--- src/rtl/fifo_arb_pkg.sv ---
// Shared types and helpers for the burst-granular FIFO arbiter.
package fifo_arb_pkg;

    // Arbiter phases: waiting for admission, streaming a burst from one
    // requester, and one dead cycle while the FIFO count catches up.
    typedef enum logic [1:0] {
        ST_IDLE   = 2'd0,
        ST_BURST0 = 2'd1,
        ST_BURST1 = 2'd2,
        ST_SETTLE = 2'd3
    } state_t;

    // True when a whole burst is guaranteed to fit behind the current
    // occupancy. An occupancy above the capacity is treated as full.
    function automatic logic fits(input logic [31:0] count,
                                  input logic [31:0] burst,
                                  input logic [31:0] depth);
        return (count <= depth) && ((count + burst) <= depth);
    endfunction

endpackage

--- src/rtl/rr_pick2.sv ---
// Two-way round-robin chooser: on a tie the requester that was not
// granted last wins; otherwise the single active requester is chosen.
module rr_pick2 (
    input  logic [1:0] req,
    input  logic       last,
    output logic       valid,
    output logic       choice
);

    // Pure combinational pick; choice is only meaningful when valid is high.
    always_comb begin
        valid  = |req;
        choice = (req == 2'b11) ? ~last : req[1];
    end

endmodule

--- src/rtl/fifo_burst_arbiter.sv ---
// Shares one downstream FIFO between two AXI-Stream producers, admitting
// fixed-length bursts only when the FIFO occupancy guarantees room for
// the whole burst, so a granted burst never stalls on FIFO fullness.
//
// Handshake: a beat transfers on a rising edge where TVALID and TREADY
// are both high. TVALID never depends on TREADY; the granted requester's
// TREADY is a combinational copy of out_V_TREADY, and the data path is a
// zero-latency pass-through of the granted stream.
module fifo_burst_arbiter
    import fifo_arb_pkg::*;
#(
    parameter int WIDTH = 16,
    parameter int DEPTH = 784,
    parameter int CNT_W = 10,
    parameter int BURST = 16,
    localparam int BCW  = $clog2(BURST + 1)
) (
    input  logic             ap_clk,
    input  logic             ap_rst_n,
    input  logic [WIDTH-1:0] in0_V_TDATA,
    input  logic             in0_V_TVALID,
    output logic             in0_V_TREADY,
    input  logic [WIDTH-1:0] in1_V_TDATA,
    input  logic             in1_V_TVALID,
    output logic             in1_V_TREADY,
    output logic [WIDTH-1:0] out_V_TDATA,
    output logic             out_V_TVALID,
    input  logic             out_V_TREADY,
    input  logic [CNT_W-1:0] fifo_count,
    output logic [1:0]       grant,
    output logic             busy,
    output state_t           dbg_state,
    output logic [BCW-1:0]   dbg_beat_cnt
);

    state_t         state;
    state_t         next_state;
    logic [BCW-1:0] beat_cnt;
    logic           last;
    logic           pick_valid;
    logic           pick_choice;
    logic           fits_now;
    logic           hs;
    logic           take;

    assign fits_now = fits(32'(fifo_count), 32'(BURST), 32'(DEPTH));
    assign hs       = out_V_TVALID & out_V_TREADY;
    assign take     = (state == ST_IDLE) && pick_valid && fits_now;

    rr_pick2 u_pick (
        .req    ({in1_V_TVALID, in0_V_TVALID}),
        .last   (last),
        .valid  (pick_valid),
        .choice (pick_choice)
    );

    // Next-state logic and the stream mux; idle/settle block both sources.
    always_comb begin
        next_state   = state;
        out_V_TDATA  = in0_V_TDATA;
        out_V_TVALID = 1'b0;
        in0_V_TREADY = 1'b0;
        in1_V_TREADY = 1'b0;
        case (state)
            ST_IDLE: begin
                if (take) begin
                    next_state = pick_choice ? ST_BURST1 : ST_BURST0;
                end
            end
            ST_BURST0: begin
                out_V_TDATA  = in0_V_TDATA;
                out_V_TVALID = in0_V_TVALID;
                in0_V_TREADY = out_V_TREADY;
                if (hs && (beat_cnt == BCW'(BURST - 1))) begin
                    next_state = ST_SETTLE;
                end
            end
            ST_BURST1: begin
                out_V_TDATA  = in1_V_TDATA;
                out_V_TVALID = in1_V_TVALID;
                in1_V_TREADY = out_V_TREADY;
                if (hs && (beat_cnt == BCW'(BURST - 1))) begin
                    next_state = ST_SETTLE;
                end
            end
            default: begin
                next_state = ST_IDLE;
            end
        endcase
    end

    // State register with grant/busy registered as decodes of the new state.
    always_ff @(posedge ap_clk or negedge ap_rst_n) begin
        if (!ap_rst_n) begin
            state <= ST_IDLE;
            grant <= 2'b00;
            busy  <= 1'b0;
        end else begin
            state <= next_state;
            grant <= {next_state == ST_BURST1, next_state == ST_BURST0};
            busy  <= (next_state == ST_BURST0) || (next_state == ST_BURST1);
        end
    end

    // Beat counter restarts on each grant; last records who was granted.
    always_ff @(posedge ap_clk or negedge ap_rst_n) begin
        if (!ap_rst_n) begin
            beat_cnt <= '0;
            last     <= 1'b1;
        end else if (take) begin
            beat_cnt <= '0;
            last     <= pick_choice;
        end else if (hs) begin
            beat_cnt <= beat_cnt + BCW'(1);
        end
    end

    assign dbg_state    = state;
    assign dbg_beat_cnt = beat_cnt;

endmodule

--- config.mk ---
export PLATFORM = sky130hd
export DESIGN_NAME = fifo_burst_arbiter
export DESIGN_NICKNAME = d
export VERILOG_FILES = /design/src/rtl/fifo_arb_pkg.sv /design/src/rtl/rr_pick2.sv /design/src/rtl/fifo_burst_arbiter.sv
export SDC_FILE = /design/constraint.sdc
export NUM_CORES = 1
export LEC_CHECK = 0
export CAP_MARGIN = 15
export CELL_PAD_IN_SITES_DETAIL_PLACEMENT = 0
export CELL_PAD_IN_SITES_GLOBAL_PLACEMENT = 2
export CORE_MARGIN = 8
export CORE_UTILIZATION = 18
export CTS_BUF_LIST = sky130_fd_sc_hd__clkbuf_2
export DETAILED_ROUTE_END_ITERATION = 12
export PLACE_DENSITY = 0.86
export SYNTH_ARGS = -nofsm -noshare
export SYNTH_HDL_FRONTEND = slang
export SYNTH_SLANG_ARGS = --single-unit
--- constraint.sdc ---
create_clock -name ap_clk -period 3 [get_ports ap_clk]
set_input_delay 0.9 -clock ap_clk [delete_from_list [all_inputs] [get_ports ap_clk]]
set_output_delay 0.9 -clock ap_clk [all_outputs]
set_load 0.05 [all_outputs]
==> results.txt <==
* Mean instance size in the synthesized netlist: 9.83 µm²
* Number of max-capacitance violations reported: 0
* Setup Total Neg Slack: 0 ps
* Drt wl/cell: 13.5 µm
* Number of flops mapped to enable cells by yosys: 0
- The worst pin sits at a relative slew slack of 64.0%.
* Number of antenna violations at the first check in global routing: 0
- The longest clock path from root to sink contains 2 buffers.
* Area Overhead vs Synth: 110%
* RSZ-0062 raised after global routing: no
- Fraction of layout instances using a drive strength above 1: 31.1%
- Wire length of the first global-routing pass: 5.72 mm
- In the global route stage, overall resource usage came out at 8.16%.
- When the netlist entered floorplanning its net count stood at 163.
- Sequential fraction of the synthesis area: 27.1%
- For the worst setup path, the data arrival time is 3020 ps.
* Number of H-tree levels: 1
- TritonCTS clock tree: done
* Mapped cell area: 1020 µm²
- In this run the critical register-to-register path is launched from dbg_state[0].
- The first routing iteration left 18 violations.
- Via count of the first global-routing pass: 1,104
* Synth cell types: 41
- Synthesis produced 104 cells.
- Total number of clock tree sinks: 11
* Routability congestion estimate: 0.708
- Worst clock skew: 3.66 ps
- Post-route cell area: 2150 µm²
- The worst register-to-register path ends at busy.
* Clock latency of the later-clocked register in the worst-skew pair: 250 ps
- TritonCTS created 3 clock buffers.
- Pleak: 0.914 nW
- Row count: 27
* Number of inserted filler cells in the final layout: 530
- Min-delay src: dbg_beat_cnt[3]
- Buffers inserted to repair hold after CTS numbered 0.
- WHS Endpoint: dbg_beat_cnt[3]
* Period Utilization, post-route: 95.4%
- Register-to-register path setup slack: 640 ps
- OpenSTA, run right after detailed placement, puts the worst setup slack at -194 ps.
- Measured on the finished design, the core utilization comes to 39.0%.
- VDD sags by at most 0.267 mV.
- The first detailed-routing pass took 4 iterations.
- Number of antenna cells inserted: 0
* Final #Nets: 250
* Period minus WS final: 2860 ps
- Buffers added to address setup during post-CTS repair amount to 0.
- Final global-route overflow total: 0
* Root cell of the clock tree: clkbuf_2
* Top flip-flop cell by instance count after synthesis: dfrtp_1
- Setup violations remaining at the end of the flow were counted as 0.
* Port buffer count: 75
* Starting utilization of the core area: 18.6%
* Result of the run: completed
- The count of endpoints failing hold in the final timing report is 0.
* Core region area: 5510 µm²
* Final Hold Slack: 585 ps
- 76 I/O pins were placed.
- The critical path in this run is classified as input port to register.
- CTS clk-pin slew, worst paths: 110 ps
* Seq cells post-synth: 11
- Launching element type of the critical path: input port
* PwrDens: 652 nW/µm²
* Total number of yosys warnings: 0
- Post-layout worst setup margin: 138 ps
- Counting flops with an async set or reset pin after synthesis yields a share of 100%.
- The max-slew violation total from the final report is 0.
- Entering global routing, the biggest net connects 19 pins.
* Die Area: 8350 µm²
- Die outline height: 91.4 µm
- Vias: 1,117
- STA puts the critical path data required time at 3160 ps.
- Residual DRC: 0
- The min-delay analysis places its worst path in the category register to register.
* Transition time at the pin with the least slew margin: 538 ps
- Once detail routing completed, the nets flagged for antenna violations numbered 0.
- Summed over all layers, the routed wires come to 3.54 mm.
- Vias per cell: 4.26
- STA classifies the critical path endpoint as a register.
- Fmax achieved: 349 MHz
- The worst register-to-register path has a depth of 10.
- In this run the horizontal extent of the chip is 91.4 µm.
* Maximum fanout encountered on the critical timing path: 5
- The wire-length estimate of the detail-placed layout is 3.11 mm.
* # resized after CTS: 0
- Placement Cell Area: 2110 µm²
- Cells on Worst Hold Path: 2
## worst max path at each step
stage               depth (start not counted)         endpoint  slack, ps     startpoint
floorplan                                   4  out_V_TDATA[10]        180   dbg_state[1]
global placement                            9         grant[0]       -200  fifo_count[4]
detailed placement                          9             busy       -190  fifo_count[4]
CTS                                         9         grant[0]         90  fifo_count[4]
global route                               11             busy          4  fifo_count[5]
finish                                     11             busy        140  fifo_count[5]
## area by class of cell
type                            count  area, µm²  area share (%)
Timing Repair Buffer               86       1020            47.7
Clock buffer                        4       20.0           0.932
Inverter                            6       22.5            1.05
Sequential cell                    11        277            12.9
Multi-Input combinational cell     83        714            33.3
Tap cell                           72       90.1            4.20
## placed cells by master, fill, tap and decap left out, drive strengths merged, types with 2 or more instances in the layout
cell type      instances
mux2                  17
o211a                  2
ha                    12
clkbuf                 4
inv                    6
nor2b                  3
and2                   4
clkdlybuf4s50         56
dfrtp                 10
xor2                   2
nor2                   7
a21oi                  3
nand2                  5
o211ai                 2
nand4                  2
buf                   30
o21ai                  4
## synthesized netlist by cell type, types with 2 or more instances
library cell	instances	area share, %
o211a_1	2	2.0
o211ai_1	2	1.5
ha_1	12	15
xor2_1	2	1.7
mux2_2	16	18
and2_1	3	1.8
nor2_1	7	2.6
nand2_1	5	1.8
nor2b_1	3	1.8
o21ai_0	4	2.0
inv_1	6	2.2
a21oi_1	3	1.5
nand4_1	2	1.2
dfrtp_1	10	24
## where the power goes
group	switching [mW]	internal [mW]
combinational	0.581	0.503
sequential	0.0353	0.198
clock	0.0485	0.0354
## worst max-delay path: stages
cell	delay [ps]
clkdlybuf4s50_1	480
buf_4	130
inv_1	80
ha_1	180
nor3b_1	130
a221oi_1	310
nor2_1	110
o21a_1	160
o211a_1	240
ha_1	270
inv_1	30
## state kept, by name, indices dropped and copies added, names as in the netlist
| name | flops |
|---|---|
| busy | 1 |
| dbg_beat_cnt | 5 |
| dbg_state | 2 |
| grant | 2 |
| last | 1 |
## metrics by stage
step,instances,power [mW]
finish,262,1.40
global route,262,1.50
CTS,262,1.42
detailed placement,258,1.33
global placement,258,1.32
floorplan,104,0.846
## metal layers
layer	vias to the layer above	GRT usage, %	wire [µm]
met5	-	0	0
met1	501	10.6	1710
met3	2	2.30	308
met4	0	2.05	14
li1	547	-	-
met2	67	12.9	1510
## cells by family (layout without fill, tap and decap cells)
family          Yosys count  count (layout)  share of synthesized area, %
simple gates             29              29                          16.0
compound gates           21              21                          15.1
mux                      18              18                          20.1
fa+ha+maj                12              12                          14.7
flops                    11              11                          27.1
buf+inv                  10              96                          4.53
xor+xnor                  3               3                          2.57
Power figures use the tool's default switching activity.
